### src/rtl/pwm_pkg.sv
// Shared definitions for the PWM dead-time slice: FSM state encoding and the
// default width of the dead-time counters.
package pwm_pkg;

   localparam int DT_WIDTH_DEFAULT = 8;

   typedef logic [2:0] pwm_state_t;

   localparam pwm_state_t ST_OFF     = 3'd0;
   localparam pwm_state_t ST_DT_RISE = 3'd1;
   localparam pwm_state_t ST_H_ON    = 3'd2;
   localparam pwm_state_t ST_DT_FALL = 3'd3;
   localparam pwm_state_t ST_L_ON    = 3'd4;
   localparam pwm_state_t ST_FAULT   = 3'd5;

   function automatic logic is_dead_band(input pwm_state_t s);
      return (s == ST_DT_RISE) || (s == ST_DT_FALL);
   endfunction

endpackage

### src/rtl/pwm_dt_counter.sv
// Loadable down-counter that times one dead band; done marks the last
// dead-band cycle so the FSM leaves the band exactly on time.
module pwm_dt_counter
   import pwm_pkg::*;
#(
   parameter int WIDTH = DT_WIDTH_DEFAULT
) (
   input  logic             clk,
   input  logic             rst,
   input  logic             clear,
   input  logic             load,
   input  logic [WIDTH-1:0] load_val,
   input  logic             dec,
   output logic [WIDTH-1:0] value,
   output logic             done
);

   always_ff @(posedge clk) begin
      if (rst || clear) begin
         value <= '0;
      end else if (load) begin
         value <= load_val;
      end else if (dec && (value != '0)) begin
         value <= value - WIDTH'(1);
      end
   end

   assign done = (value == WIDTH'(1));

endmodule

### src/rtl/pwm_deadtime.sv
// Complementary gate-drive generator inserting dead bands around each PWM edge.
// Define PWM_DT_FAULT_EN to add the i_fault / i_fault_clr / o_fault latch.
module pwm_deadtime
   import pwm_pkg::*;
#(
   parameter int DT_WIDTH = DT_WIDTH_DEFAULT
) (
   input  logic                clk,
   input  logic                rst,
   input  logic                dt_EN,
   input  logic                i_pwm,
   input  logic [DT_WIDTH-1:0] rise_dt,
   input  logic [DT_WIDTH-1:0] fall_dt,
   output logic                o_pwm_h,
   output logic                o_pwm_l,
   output logic                o_dt_active
`ifdef PWM_DT_FAULT_EN
   ,
   input  logic                i_fault,
   input  logic                i_fault_clr,
   output logic                o_fault
`endif
);

   pwm_state_t          state, next_state;
   logic                pwm_q, rise_edge, fall_edge;
   logic                fault_req, fault_clr;
   logic                go_rise, go_fall;
   logic                cnt_clear, cnt_load, cnt_dec, cnt_done;
   logic [DT_WIDTH-1:0] cnt_load_val, cnt_value;

`ifdef PWM_DT_FAULT_EN
   assign fault_req = i_fault;
   assign fault_clr = i_fault_clr & ~i_fault;
`else
   assign fault_req = 1'b0;
   assign fault_clr = 1'b0;
`endif

   assign rise_edge = i_pwm & ~pwm_q;
   assign fall_edge = ~i_pwm & pwm_q;

   // A fresh edge always restarts the band, so pulses shorter than it vanish.
   always_comb begin
      next_state   = state;
      cnt_clear    = 1'b0;
      cnt_load     = 1'b0;
      cnt_load_val = '0;
      cnt_dec      = 1'b0;
      go_rise      = 1'b0;
      go_fall      = 1'b0;

      if (fault_req) begin
         next_state = ST_FAULT;
         cnt_clear  = 1'b1;
      end else if (state == ST_FAULT) begin
         if (!fault_clr) begin
            cnt_clear = 1'b1;
         end else if (!dt_EN) begin
            next_state = ST_OFF;
            cnt_clear  = 1'b1;
         end else begin
            go_rise = i_pwm;
            go_fall = ~i_pwm;
         end
      end else if (!dt_EN) begin
         next_state = ST_OFF;
         cnt_clear  = 1'b1;
      end else begin
         case (state)
            ST_OFF: begin
               go_rise = i_pwm;
               go_fall = ~i_pwm;
            end
            ST_DT_RISE: begin
               if (fall_edge)                        go_fall    = 1'b1;
               else if (cnt_done || cnt_value == '0) next_state = ST_H_ON;
               else                                  cnt_dec    = 1'b1;
            end
            ST_H_ON:    if (fall_edge) go_fall = 1'b1;
            ST_DT_FALL: begin
               if (rise_edge)                        go_rise    = 1'b1;
               else if (cnt_done || cnt_value == '0) next_state = ST_L_ON;
               else                                  cnt_dec    = 1'b1;
            end
            ST_L_ON:    if (rise_edge) go_rise = 1'b1;
            default:    next_state = ST_OFF;
         endcase
      end

      // A zero dead time skips the band and drives the target side at once.
      if (go_rise) begin
         if (rise_dt == '0) begin
            next_state = ST_H_ON;
         end else begin
            next_state   = ST_DT_RISE;
            cnt_load     = 1'b1;
            cnt_load_val = rise_dt;
         end
      end else if (go_fall) begin
         if (fall_dt == '0) begin
            next_state = ST_L_ON;
         end else begin
            next_state   = ST_DT_FALL;
            cnt_load     = 1'b1;
            cnt_load_val = fall_dt;
         end
      end
   end

   always_ff @(posedge clk) begin
      if (rst) begin
         state       <= ST_OFF;
         pwm_q       <= 1'b0;
         o_pwm_h     <= 1'b0;
         o_pwm_l     <= 1'b0;
         o_dt_active <= 1'b0;
      end else begin
         state       <= next_state;
         pwm_q       <= i_pwm;
         o_pwm_h     <= (next_state == ST_H_ON);
         o_pwm_l     <= (next_state == ST_L_ON);
         o_dt_active <= is_dead_band(next_state);
      end
   end

`ifdef PWM_DT_FAULT_EN
   always_ff @(posedge clk) begin
      if (rst) o_fault <= 1'b0;
      else     o_fault <= (next_state == ST_FAULT);
   end
`endif

   pwm_dt_counter #(
      .WIDTH(DT_WIDTH)
   ) u_counter (
      .clk      (clk),
      .rst      (rst),
      .clear    (cnt_clear),
      .load     (cnt_load),
      .load_val (cnt_load_val),
      .dec      (cnt_dec),
      .value    (cnt_value),
      .done     (cnt_done)
   );

endmodule

### config.mk
export PLATFORM = sky130hd
export DESIGN_NAME = pwm_deadtime
export DESIGN_NICKNAME = d
export VERILOG_FILES = /design/src/rtl/pwm_pkg.sv /design/src/rtl/pwm_dt_counter.sv /design/src/rtl/pwm_deadtime.sv
export SDC_FILE = /design/constraint.sdc
export NUM_CORES = 1
export LEC_CHECK = 0
export CAP_MARGIN = 40
export CORE_UTILIZATION = 49
export CTS_CLUSTER_DIAMETER = 200
export DETAILED_ROUTE_END_ITERATION = 8
export PLACE_DENSITY = 0.77
export SYNTH_ARGS = -nofsm -noshare
export SYNTH_HDL_FRONTEND = slang
export SYNTH_SLANG_ARGS = --single-unit
### constraint.sdc
create_clock -name clk -period 2.5 [get_ports clk]
set_clock_uncertainty 0.2 [all_clocks]
set_input_delay 0.375 -clock clk [delete_from_list [all_inputs] [get_ports clk]]
set_output_delay 0.375 -clock clk [all_outputs]
set_load 0.005 [all_outputs]
Word-level counts from Yosys, hierarchy flattened

Cells that the tools add are included.

Register bits after elaboration: 15
Input port bits: 20
Output and inout port bits: 3
Logic and storage cells: 71

Add/sub/neg operators: 1
Eq/ne operators: 10
Muxes and demuxes: 37
Bitwise gates (word level): 4
Reductions and logical operators: 13

Operator list:

| cell                                                | count |
|---|---|
| two-way mux 8 bit                                   | 6 |
| two-way mux 3 bit                                   | 9 |
| logical NOT 8 bit                                   | 3 |
| two-way mux 1 bit                                   | 17 |
| equality test 3 x 2 -> 1 bit, second input constant | 4 |
| equality test 3 bit, second input constant          | 3 |
| one-hot mux 3 bit (3 select lines)                  | 1 |
| equality test 8 x 1 -> 1 bit, second input constant | 1 |
| nonzero test 8 bit                                  | 1 |
| subtractor 8 x 1 -> 8 bit, second input constant    | 1 |
| equality test 3 x 1 -> 1 bit, second input constant | 2 |
| one-hot mux 1 bit (2 select lines)                  | 3 |
| OR reduction 2 bit                                  | 2 |
| logical NOT 3 bit                                   | 1 |
| logical OR 1 bit                                    | 3 |
| OR reduction 3 bit                                  | 1 |
| bitwise AND 1 bit                                   | 2 |
| two-way mux 2 bit                                   | 1 |
| inverter 1 bit                                      | 2 |
| nonzero test 2 bit                                  | 1 |
| logical AND 1 bit                                   | 1 |

Longest topological paths before layout

Depth after elaboration: 11
Gate-level depth with buffers: 9
Gate-level depth less buffers: 8

Modules after synthesis

Synthesis repeated with hierarchy kept, for this count alone.

Cell total of the unflattened synthesis: 130
Area total of the unflattened synthesis: 1083.5 µm²

By module, submodules not included:

| module         | times used | cells an instance | area an instance (µm²) | sequential area each (µm²) |
|---|---|---|---|---|
| pwm_deadtime   | 1          | 71                | 589.3                  | 140.1 |
| pwm_dt_counter | 1          | 59                | 494.2                  | 160.2 |

Least setup slack after synthesis

No wires, ideal clock.

Path kind: reg-to-reg
Start point: register u_counter.value[0]
End point: register u_counter.value[7]
Setup time: 0.126 ns
Arrival: 1.735 ns
Data required time: 2.174 ns
Slack: 0.440 ns
Cell stages (with the launch flop): 10
Buffers on the path: 1
Period minus slack after synthesis: 2.060 ns
Cell sequence: dfxtp_1 inv_1 ha_1 nor2_1 nor4_2 nor3_1 buf_2 nand4_1 a222oi_1 nor3_1

Longest elaborated chain between the ends: 9
Elaborated cells on any way between the ends: 15
Classes of those cells: 1 x add/sub; 1 x eq/ne; 8 x mux; 5 x reduce/logical

RTL lines:

| what                                                                     | RTL line                                                     | source |
|---|---|---|
| start, declared                                                          | pwm_dt_counter.sv:14                                         | `output logic [WIDTH-1:0] value,` |
| start signal, assigned                                                   | pwm_dt_counter.sv:22                                         | `value <= load_val;` |
| start signal, assigned                                                   | pwm_dt_counter.sv:24                                         | `value <= value - WIDTH'(1);` |
| equality test 8 x 1 -> 1 bit / logical NOT 8 bit (equally long branches) | pwm_dt_counter.sv:28, pwm_deadtime.sv:77, pwm_deadtime.sv:83 |  |
| logical OR 1 bit                                                         | pwm_deadtime.sv:77, pwm_deadtime.sv:83                       |  |
| two-way mux 1 bit                                                        | pwm_deadtime.sv:77, pwm_deadtime.sv:83                       |  |
| two-way mux 1 bit, on equally long branches                              | pwm_deadtime.sv:82, pwm_deadtime.sv:76                       |  |
| one-hot mux 1 bit (2 select lines)                                       | pwm_deadtime.sv:70                                           | `case (state)` |
| two-way mux 1 bit                                                        | pwm_deadtime.sv:66                                           | `end else if (!dt_EN) begin` |
| two-way mux 1 bit                                                        | pwm_deadtime.sv:56                                           | `end else if (state == ST_FAULT) begin` |
| logical AND 1 bit                                                        | pwm_dt_counter.sv:23                                         | `end else if (dec && (value != '0)) begin` |
| nonzero test 2 bit (no source line)                                      | --                                                           |  |

Parallel ways exist; a longest one is shown, timed or not. The select of a mux whose other input is x is not followed.
A chain may end at the register's enable or synchronous reset.

Worst setup path after layout

Start point: register u_counter.value[0]
End point: register o_pwm_h

Longest elaborated chain between the ends: 10
Elaborated cells on any way between the ends: 13
Classes of those cells: 2 x eq/ne; 9 x mux; 2 x reduce/logical

RTL lines:

| what                                                                     | RTL line                                                     | source |
|---|---|---|
| equality test 8 x 1 -> 1 bit / logical NOT 8 bit (equally long branches) | pwm_dt_counter.sv:28, pwm_deadtime.sv:77, pwm_deadtime.sv:83 |  |
| logical OR 1 bit (*)                                                     | pwm_deadtime.sv:77, pwm_deadtime.sv:83                       |  |
| two-way mux 3 bit, on equally long branches                              | pwm_deadtime.sv:83, pwm_deadtime.sv:77                       |  |
| two-way mux 3 bit, on equally long branches                              | pwm_deadtime.sv:82, pwm_deadtime.sv:76                       |  |
| one-hot mux 3 bit (3 select lines) (*)                                   | pwm_deadtime.sv:70                                           |  |
| two-way mux 3 bit (*)                                                    | pwm_deadtime.sv:66                                           |  |
| two-way mux 3 bit (*)                                                    | pwm_deadtime.sv:56                                           |  |
| two-way mux 3 bit (*)                                                    | pwm_deadtime.sv:100                                          | `end else if (go_fall) begin` |
| two-way mux 3 bit (*)                                                    | pwm_deadtime.sv:92                                           | `if (go_rise) begin` |
| equality test 3 x 2 -> 1 bit (*)                                         | pwm_deadtime.sv:121                                          | `o_pwm_h <= (next_state == ST_H_ON);` |
| end signal, assigned                                                     | pwm_deadtime.sv:121                                          |  |
| end, declared                                                            | pwm_deadtime.sv:14                                           | `output logic o_pwm_h,` |

Every way passes the cells marked *; elsewhere a longest branch is shown, timed or not.

==> flow_summary.yaml <==
clock_tree:
  max-clock-path-buffers: 2
  htree_levels: 1
  clkSinkCount: 15
  cts_setup_buffers: 0
  clkTransAtPathRegs_ps: 90
  root_buffer: "clkbuf_4"
  cts_resized: 0
  cts_tree: "yes"
  numCtsBuffers: 3
  ctsHoldBuffers: 0
  insertion_delay_ps: 290
synth:
  synth_top_area_cell: "dfxtp_1"
  synth_ff_type: "dfxtp_1"
  async_flop_share: 0
  synth_common_cells: "dfxtp_1 (15), nor2_1 (11), nand2_1 (8)"
  synthTopCellsByArea: "dfxtp_1 (29%), nor2_1 (4.0%), ha_1 (3.6%)"
  synth_edf_count: 0
  syn_avg_cell_area_um2: 8.45
  seq_area_frac_synth: 0.291
  ys_warn_count: 0
  synthCells: 122
  synth.most_common_cell: "dfxtp_1"
  ys_seq_elements: 15
  syn_nets: 145
  synthesis.area_um2: 1030
  synth_top_area_frac: 0.291
  ys_types: 47
floorplan:
  fp-row-count: 16
  dieArea_um2: 2290
  initial_core_util: 0.526
  dieHeight_um: 47.9
  core_um2: 1960
  boundaryPins: 23
  die_x_um: 47.9
global_routing:
  grt_pass1_vias: 1036
  grt_max_degree: 12
  grt_antenna_before_repair: 0
  grt_util_all_layers: 0.287
  grt_pass1_wl_um: 4550
  overflow: 0
route:
  route.detailed.drc: 0
  wl_per_cell_um: 15.5
  vias: 1126
  postRouteAntennaNets: 0
  routed_wl_um: 2890
  drt_iter0_markers: 61
  dr.pass1.iters: 5
  post_drt_via_cell_ratio: 6.05
setup_path:
  cpPeakStageDelay_ps: 430
  path_buf_inv: 1
  required_ps: 2500
  crit_chain: "inv_1 -> ha_1 -> nor2_1 -> or4_4 -> o21ai_0 -> a211o_1 -> a22o_1 -> nor4b_2"
  start_kind: "flop"
  crit_family: "simple AND/OR/NAND/NOR gates"
  critPathMaxFanout: 5
  worstPathArrival_ps: 2360
  end_kind: "flop"
  path_depth: 8
  r2r.worst_path.cells: 8
  critPathSlowestCell: "dfxtp_1"
  path_class: "flop to flop"
cells_and_area:
  nets: 183
  num_antenna_cells: 0
  drive_gt1_frac: 0.189
  n_fill_cell: 166
  area_growth_pct: 36.0
sta:
  tns_ps: 0
  fin_crit_sh: 0.943
  rsz0062_at_grt: "false"
  maxSlewHeadroom: 0.743
  period_needed_ps: 2360
  finalSetupViolCount: 0
  final_hold_viol_count: 0
  worst_hold_slack_ps: 332
  tightest_slew_ps: 384
  drv_slew: 0
  max_freq_mhz: 424
pwr:
  p_leak_nw: 0.514
  ir_worst_vdd_mv: 0.360
  p_per_area_nw_per_um2: 494
worst_hold_path:
  hold_class: "flop to flop"
  hold_depth: 2
placement:
  dp_hpwl_um: 2350
  place_congestion: 0.893
  place.port_buffers: 22
run:
  cap_violations: 0
run_status:
  status: "finished clean"
==> sequential cells by signal, indices dropped and copies added (netlist names) <==
name / flops
u_counter.value: 8
state: 3
o_dt_active: 1
o_pwm_h: 1
o_pwm_l: 1
pwm_q: 1
==> layout make-up <==
type,count,area (µm²),area share
clock buffers,3,22.5,0.0161
clock inverters,1,5.00,0.00357
inverters,5,18.8,0.0134
multi-input cells,98,689,0.492
flip-flops and latches,15,300,0.214
well taps,27,33.8,0.0241
repair buffers,37,333,0.237
==> cell families (layout without fill, tap and decap cells) <==
logic type      count (synthesis)  count (layout)  share of synthesized area
fa+ha+maj                       3               3                     0.0364
buf+inv                         9              46                     0.0400
xor+xnor                        3               3                     0.0255
compound gates                 39              39                      0.306
flops                          15              15                      0.291
simple gates                   53              53                      0.301
==> final timing paths <==
check                     startpoint  slack (ps)                 end
hold / removal    u_counter.value[6]         330  u_counter.value[6]
setup / recovery  u_counter.value[0]         140             o_pwm_h
setup reg to reg  u_counter.value[0]         140             o_pwm_h
hold reg to reg   u_counter.value[6]         330  u_counter.value[6]
==> power by group <==
group	switching (mW)	internal (mW)	leakage, nW	total, mW
logic	0.127	0.142	0.374	0.269
clock network	0.0834	0.0595	0.0177	0.143
registers	0.0228	0.258	0.123	0.281
==> layer usage <==
metal  GRT usage  wire, µm
met5           0         0
met1       0.349      1250
met3      0.0377       140
met2       0.511      1460
met4       0.106        38
==> cell usage in the layout (no fill, tap or decap), types with 4 or more instances in the layout <==
master / instances
nor2_1: 11
a22oi_1: 4
nor4_1: 4
o21ai_0: 6
nand2_1: 8
clkdlybuf4s50_1: 22
inv_1: 5
buf_4: 15
nor3_1: 6
dfxtp_1: 15
a21oi_1: 7
nand2b_1: 4
==> worst register-to-register path, stage by stage, from the launching register on <==
cell and delay [ps]:
dfxtp_1 430, inv_1 120, ha_1 210, nor2_1 190, or4_4 200, o21ai_0 90, a211o_1 320, a22o_1 230
nor4b_2 280
==> stage by stage <==
stage | std cells | worst slack [ps] | utilization | power [mW] | area [µm²]
6_report | 186 | 143 | 0.715 | 0.693 | 1400
2_1_floorplan | 122 | 440 | - | 0.437 | 1030
5_1_grt | 186 | 27.0 | 0.715 | 0.735 | 1400
3_5_place_dp | 182 | 15.8 | 0.701 | 0.551 | 1380
4_1_cts | 186 | 160 | 0.715 | 0.690 | 1400
3_3_place_gp | 182 | 93.3 | 0.701 | 0.544 | 1380
(Power assumes the default switching activity.)
